==> src/rtl/board_input_conditioner.sv <==
// Board input conditioner: synchronises and debounces the reset button and switches,
// sequences the SoC reset and freezes the switch vector at every reset release.
module board_input_conditioner #(
    parameter int NumIn          = 4,
    parameter int SyncStages     = 2,
    parameter int DebounceCycles = 500000,
    parameter int RstHoldCycles  = 1024
) (
    input  logic             clk_i,
    input  logic             rst_ni,
    input  logic             btn_rst_i,
    input  logic [NumIn-1:0] sw_i,
    output logic [NumIn-1:0] sw_o,
    output logic             sw_changed_o,
    output logic [NumIn-1:0] latched_sw_o,
    output logic             soc_rst_no
);

    localparam int NumCh        = NumIn + 1;
    localparam int BtnIdx       = NumIn;
    localparam int DebW         = $clog2(DebounceCycles);
    localparam int SettleCycles = SyncStages + DebounceCycles + 1;
    localparam int FsmMax       = (SettleCycles > RstHoldCycles) ? SettleCycles : RstHoldCycles;
    localparam int FsmW         = (FsmMax > 1) ? $clog2(FsmMax) : 1;

    localparam logic [DebW-1:0] DebLast    = DebW'(DebounceCycles - 1);
    localparam logic [FsmW-1:0] SettleLast = FsmW'(SettleCycles - 1);
    localparam logic [FsmW-1:0] HoldLast   = FsmW'(RstHoldCycles - 1);

    if (SyncStages < 2) begin : g_bad_sync
        $error("SyncStages must be at least 2");
    end
    if (DebounceCycles < 2) begin : g_bad_deb
        $error("DebounceCycles must be at least 2");
    end
    if (RstHoldCycles < 1) begin : g_bad_hold
        $error("RstHoldCycles must be at least 1");
    end

    // Channel NumIn is the reset button; channels below it are the switches.
    logic [NumCh-1:0] raw_ch;
    logic [NumCh-1:0] deb_all;
    logic [NumIn-1:0] sw_deb_next;
    logic             btn_deb;

    assign raw_ch = {btn_rst_i, sw_i};

    for (genvar gi = 0; gi < NumCh; gi++) begin : g_ch
        logic [SyncStages-1:0] sync_q, sync_d;
        logic [DebW-1:0]       cnt_q, cnt_d;
        logic                  deb_q, deb_d;
        logic                  sync_out;

        assign sync_out = sync_q[SyncStages-1];

        always_comb begin
            sync_d = {sync_q[SyncStages-2:0], raw_ch[gi]};
            cnt_d  = '0;
            deb_d  = deb_q;
            if (sync_out != deb_q) begin
                if (cnt_q == DebLast) begin
                    deb_d = sync_out;
                end else begin
                    cnt_d = cnt_q + 1'b1;
                end
            end
        end

        always_ff @(posedge clk_i) begin
            if (!rst_ni) begin
                sync_q <= '0;
                cnt_q  <= '0;
                deb_q  <= 1'b0;
            end else begin
                sync_q <= sync_d;
                cnt_q  <= cnt_d;
                deb_q  <= deb_d;
            end
        end

        assign deb_all[gi] = deb_q;
        if (gi < NumIn) begin : g_sw_next
            assign sw_deb_next[gi] = deb_d;
        end
    end

    assign sw_o    = deb_all[NumIn-1:0];
    assign btn_deb = deb_all[BtnIdx];

    typedef enum logic [1:0] {
        INIT = 2'd0,
        HOLD = 2'd1,
        RUN  = 2'd2
    } state_e;

    state_e           state_q, state_d;
    logic [FsmW-1:0]  fsm_cnt_q, fsm_cnt_d;
    logic [NumIn-1:0] latched_sw_q, latched_sw_d;
    logic             soc_rst_n_q, soc_rst_n_d;
    logic             sw_changed_q, sw_changed_d;

    // Pulse lines up with the cycle in which the new sw_o value first appears.
    assign sw_changed_d = (sw_deb_next != sw_o);

    always_comb begin
        state_d      = state_q;
        fsm_cnt_d    = fsm_cnt_q;
        latched_sw_d = latched_sw_q;
        soc_rst_n_d  = soc_rst_n_q;
        case (state_q)
            INIT: begin
                soc_rst_n_d = 1'b0;
                if (fsm_cnt_q == SettleLast) begin
                    state_d   = HOLD;
                    fsm_cnt_d = '0;
                end else begin
                    fsm_cnt_d = fsm_cnt_q + 1'b1;
                end
            end
            HOLD: begin
                soc_rst_n_d = 1'b0;
                if (btn_deb) begin
                    fsm_cnt_d = '0;
                end else if (fsm_cnt_q == HoldLast) begin
                    // sw_o here is the pre-edge value, so a change accepted this cycle is not latched.
                    latched_sw_d = sw_o;
                    soc_rst_n_d  = 1'b1;
                    state_d      = RUN;
                    fsm_cnt_d    = '0;
                end else begin
                    fsm_cnt_d = fsm_cnt_q + 1'b1;
                end
            end
            RUN: begin
                soc_rst_n_d = 1'b1;
                fsm_cnt_d   = '0;
                if (btn_deb) begin
                    soc_rst_n_d = 1'b0;
                    state_d     = HOLD;
                end
            end
            default: begin
                state_d     = INIT;
                fsm_cnt_d   = '0;
                soc_rst_n_d = 1'b0;
            end
        endcase
    end

    always_ff @(posedge clk_i) begin
        if (!rst_ni) begin
            state_q      <= INIT;
            fsm_cnt_q    <= '0;
            latched_sw_q <= '0;
            soc_rst_n_q  <= 1'b0;
            sw_changed_q <= 1'b0;
        end else begin
            state_q      <= state_d;
            fsm_cnt_q    <= fsm_cnt_d;
            latched_sw_q <= latched_sw_d;
            soc_rst_n_q  <= soc_rst_n_d;
            sw_changed_q <= sw_changed_d;
        end
    end

    assign latched_sw_o = latched_sw_q;
    assign soc_rst_no   = soc_rst_n_q;
    assign sw_changed_o = sw_changed_q;

endmodule

==> config.mk <==
export PLATFORM = sky130hd
export DESIGN_NAME = board_input_conditioner
export DESIGN_NICKNAME = d
export VERILOG_FILES = /design/src/rtl/board_input_conditioner.sv
export SDC_FILE = /design/constraint.sdc
export NUM_CORES = 1
export LEC_CHECK = 0
export CORE_AREA = 10 10 159 161
export CTS_CLUSTER_DIAMETER = 60
export DETAILED_ROUTE_END_ITERATION = 10
export DIE_AREA = 0 0 169 171
export PLACE_DENSITY_LB_ADDON = 0.2
export SLEW_MARGIN = 30
export SYNTH_ARGS = -nofsm -noshare
export SYNTH_HDL_FRONTEND = slang
export SYNTH_SLANG_ARGS = --single-unit
==> constraint.sdc <==
create_clock -name clk_i -period 4.7 [get_ports clk_i]
set_input_delay 0.47 -clock clk_i [delete_from_list [all_inputs] [get_ports clk_i]]
set_output_delay 0.47 -clock clk_i [all_outputs]
set_load 0.01 [all_outputs]
==> results.tsv <==
stage	metric	value	unit
run_status	status	completed	
grt	GRT overflow	0	
worst_setup_path	R2R Path End	g_ch[3].cnt_q[14]$_SDFF_PP0_	
die	core area	0.0222	sq mm
die	Die Y	171	um
layout	most frequent cells in the layout	nor2_1, dfxtp_1, xor2_1	
worst_setup_path	CP Class	reg2reg	
synth	number of synthesized flops with an enable pin	0	
synth	Primary FF master, synth	dfxtp_1	
worst_setup_path	startpoint types	flop	
sta	RSZ-0062 raised after global routing	false	
worst_setup_path	worst-path cell chain	ha_1 > and3_1 > and4b_1 > nand4_1 > nand3b_1 > nor2_1	
worst_setup_path	WP data required	4970	ps
die	Starting Density	26.5	%
synth	Netlist cell types	44	
die	die area	0.0289	sq mm
placement	PortBufs	16	
routing	drt pass-1 iters	4	
worst_hold_path	worst hold path type	reg2reg	
worst_setup_path	Critical Path Fanout Max	19	
sta	Min Clock Period, post-route	2220	ps
flow_run	Max Cap Violations	0	
routing	Vias/cell	4.45	
synth	Avg Synthesized Cell Area	9.04	sq um
layout	layout cell share with drive strength beyond 1	4.87	%
die	die width	169	um
worst_hold_path	min-delay src	g_ch[0].sync_q[0]$_SDFF_PN0_	
worst_setup_path	R2R setup slack	2480	ps
layout	area grow syn2layout	16.2	%
clock_network	Clock Tree Root	clkbuf_16	
worst_setup_path	critical path's slowest cell	nand3b_1	
layout	Fillers	2296	
synth	Post-synth ARST share	0	%
routing	via count	4280	
worst_hold_path	hold path depth	1	
sta	sum of negative setup slack	0	ps
grt	number of global-route vias before repair	4150	
clock_network	# clock sinks	137	
grt	first-pass GRT wire length	19500	um
clock_network	CTS buffer count	17	
placement	HPWL Detailed	8130	um
pwr	Lkg Pwr	2.23	nW
clock_network	post_cts resized	0	
clock_network	CTS hold repair buffers	0	
layout	nets@finish	687	
clock_network	CTS tree	done	
pwr	VDD IR max	0.215	mV
layout	antenna cells	0	
routing	Post-Route WL	11500	um
sta	Max Freq	0.450	GHz
worst_setup_path	Slowest Stage Delay on Critical Path	650	ps
layout	post-route cell area	0.00684	sq mm
synth	post-synthesis cell count	651	
die	floorplan row count	55	
die	Top Ports	17	
synth	sequential share of the synthesized area	46.6	%
clock_network	clk_lat worst skew	420	ps
layout	commonest non-fill, non-tap cell in the layout	nor2_1	
sta	Fin. Hold Viols	0	
sta	Final setup viols	0	
routing	DR WL/cell	12.0	um
worst_hold_path	Hold EP	g_ch[0].sync_q[1]$_SDFF_PN0_	
worst_setup_path	CP Capture Type	flop	
worst_setup_path	CP arrival	2490	ps
sta	Worst Skew	8.13	ps
routing	post-route ant nets	0	
grt	initial antenna violation count	0	
routing	# DRC	0	
grt	largest net degree at the start of global routing	25	
sta	Final Cycle Share	47.3	%
synth	Synthesis Warnings	0	
clock_network	H-tree lvl count	4	
sta	Slew @ Worst Pin	785	ps
pwr	pwr dens	358	mW/mm^2
worst_setup_path	critical path's top delay family	simple AND/OR/NAND/NOR gates	
worst_setup_path	worst reg-to-reg path cell count	6	
clock_network	deepest clock path buffer count	2	
synth	Synth Cell Area	0.00589	sq mm
clock_network	Reg clk slew, reported paths	60	ps
worst_setup_path	Worst R2R Start	g_ch[3].cnt_q[0]$_SDFF_PP0_	
synth	post-synth net total	669	
worst_setup_path	worst path bufs/invs	0	
sta	fin. max-slew vios	0	
clock_network	Setup Fix Bufs, Post-CTS	0	
sta	Min Hold Slack	431	ps
placement	dpl cell area	0.00631	sq mm
sta	Slew HR	47.2	%
routing	initial drt markers	147	
synth	#FFs+latches synth	137	
placement	Final GP Congestion	0.747	
grt	GRT Util Overall	8.30	%
-- worst reg2reg max path: stages (launching register included) --
cell      delay, ps
dfxtp_1         360
ha_1            190
and3_1          320
and4b_1         240
nand4_1         200
nand3b_1        650
nor2_1          120
-- per-layer routing --
metal | global-route usage, % | part of all wire [%]
met5 | 0 | 0
met3 | 2.98 | 3.9
met4 | 4.02 | 1.7
met1 | 9.97 | 49
met2 | 12.9 | 45
-- cell families (layout without fill, tap and decap cells) --
kind of cell,Yosys count,in the layout,share of synthesized area (%)
AOI/OAI and AO/OA,15,15,1.98
buffers and inverters,33,59,2.64
and+or+nand+nor,339,339,29.0
adders and majority gates,11,11,2.34
muxes,9,9,1.53
DFF,137,137,46.6
xor gates and xnor gates,107,107,15.9
-- registers in the layout, indices dropped and copies added (netlist names) --
| register | flops |
|---|---|
| soc_rst_no | 1 |
| btn_deb | 1 |
| g_ch.deb_q | 4 |
| g_ch.sync_q | 10 |
| state_q | 2 |
| sw_changed_o | 1 |
| g_ch.cnt_q | 95 |
| latched_sw_o | 4 |
| fsm_cnt_q | 19 |
-- final cells by class --
cell class / count / area, sq um / share of cell area [%]
Multi-Input combinational cell: 481 / 2990 / 43.7
Clock inverter: 5 / 75.1 / 1.10
Clock buffer: 22 / 454 / 6.64
Tap cell: 285 / 357 / 5.21
Sequential cell: 137 / 2740 / 40.1
Inverter: 15 / 56.3 / 0.823
Timing Repair Buffer: 17 / 168 / 2.45
-- power breakdown --
group          switching [W]  leakage, nW  internal, W   total, W
clock network       0.000467        0.261     0.000776    0.00124
registers         0.00000538         1.11      0.00117    0.00117
logic              0.0000185        0.861    0.0000134  0.0000319
-- cell usage after synthesis (2+ instances only) --
cell type  count  area [sq um]
nand3b_1       3          22.5
nor4b_1        6          52.6
and4_1        13           114
xor2_1        60           526
o22ai_1        2          12.5
inv_1         15          56.3
ha_1          11           138
or4b_1         2          20.0
xnor2_1       47           412
nor4_1         7          43.8
or3_1          2          12.5
nand3_1       42           210
or2_2          2          12.5
nor3_1         8          40.0
a21oi_1        4          20.0
buf_2          4          20.0
nand2_1       34           128
nand4_1       33           206
nor2_1       143           537
and2_1        14          87.6
nor4bb_1       2          20.0
buf_4          5          37.5
or4_1          2          15.0
nand2b_1       3          18.8
o21ai_0        2          10.0
dfxtp_1      137          2740
mux2i_1        9          90.1
clkbuf_1       7          26.3
and3_1         9          56.3
nor2b_1        9          56.3
-- metrics by stage --
stage,utilization [%],instances,total power [W],worst slack [ps]
4_1_cts,30.8,962,0.00248,2460
5_1_grt,30.8,962,0.00254,2270
2_1_floorplan,-,651,0.00122,2840
3_5_place_dp,28.4,935,0.00123,2440
6_report,30.8,962,0.00245,2480
3_3_place_gp,28.4,935,0.00123,2510
-- worst max-delay path by stage --
stage                                 from                           end  slack (ps)  depth (start not counted)
2_1_floorplan  g_ch[3].cnt_q[0]$_SDFF_PP0_  g_ch[3].cnt_q[11]$_SDFF_PP0_        2840                          8
3_3_place_gp   g_ch[3].cnt_q[0]$_SDFF_PP0_  g_ch[3].cnt_q[17]$_SDFF_PP0_        2510                          6
3_5_place_dp                        rst_ni  g_ch[4].cnt_q[11]$_SDFF_PP0_        2440                          5
4_1_cts        g_ch[3].cnt_q[0]$_SDFF_PP0_  g_ch[3].cnt_q[14]$_SDFF_PP0_        2460                          6
5_1_grt        g_ch[3].cnt_q[0]$_SDFF_PP0_  g_ch[3].cnt_q[14]$_SDFF_PP0_        2270                          6
6_report       g_ch[3].cnt_q[0]$_SDFF_PP0_  g_ch[3].cnt_q[14]$_SDFF_PP0_        2480                          6
No activity file was read; power rests on OpenSTA's default activity.
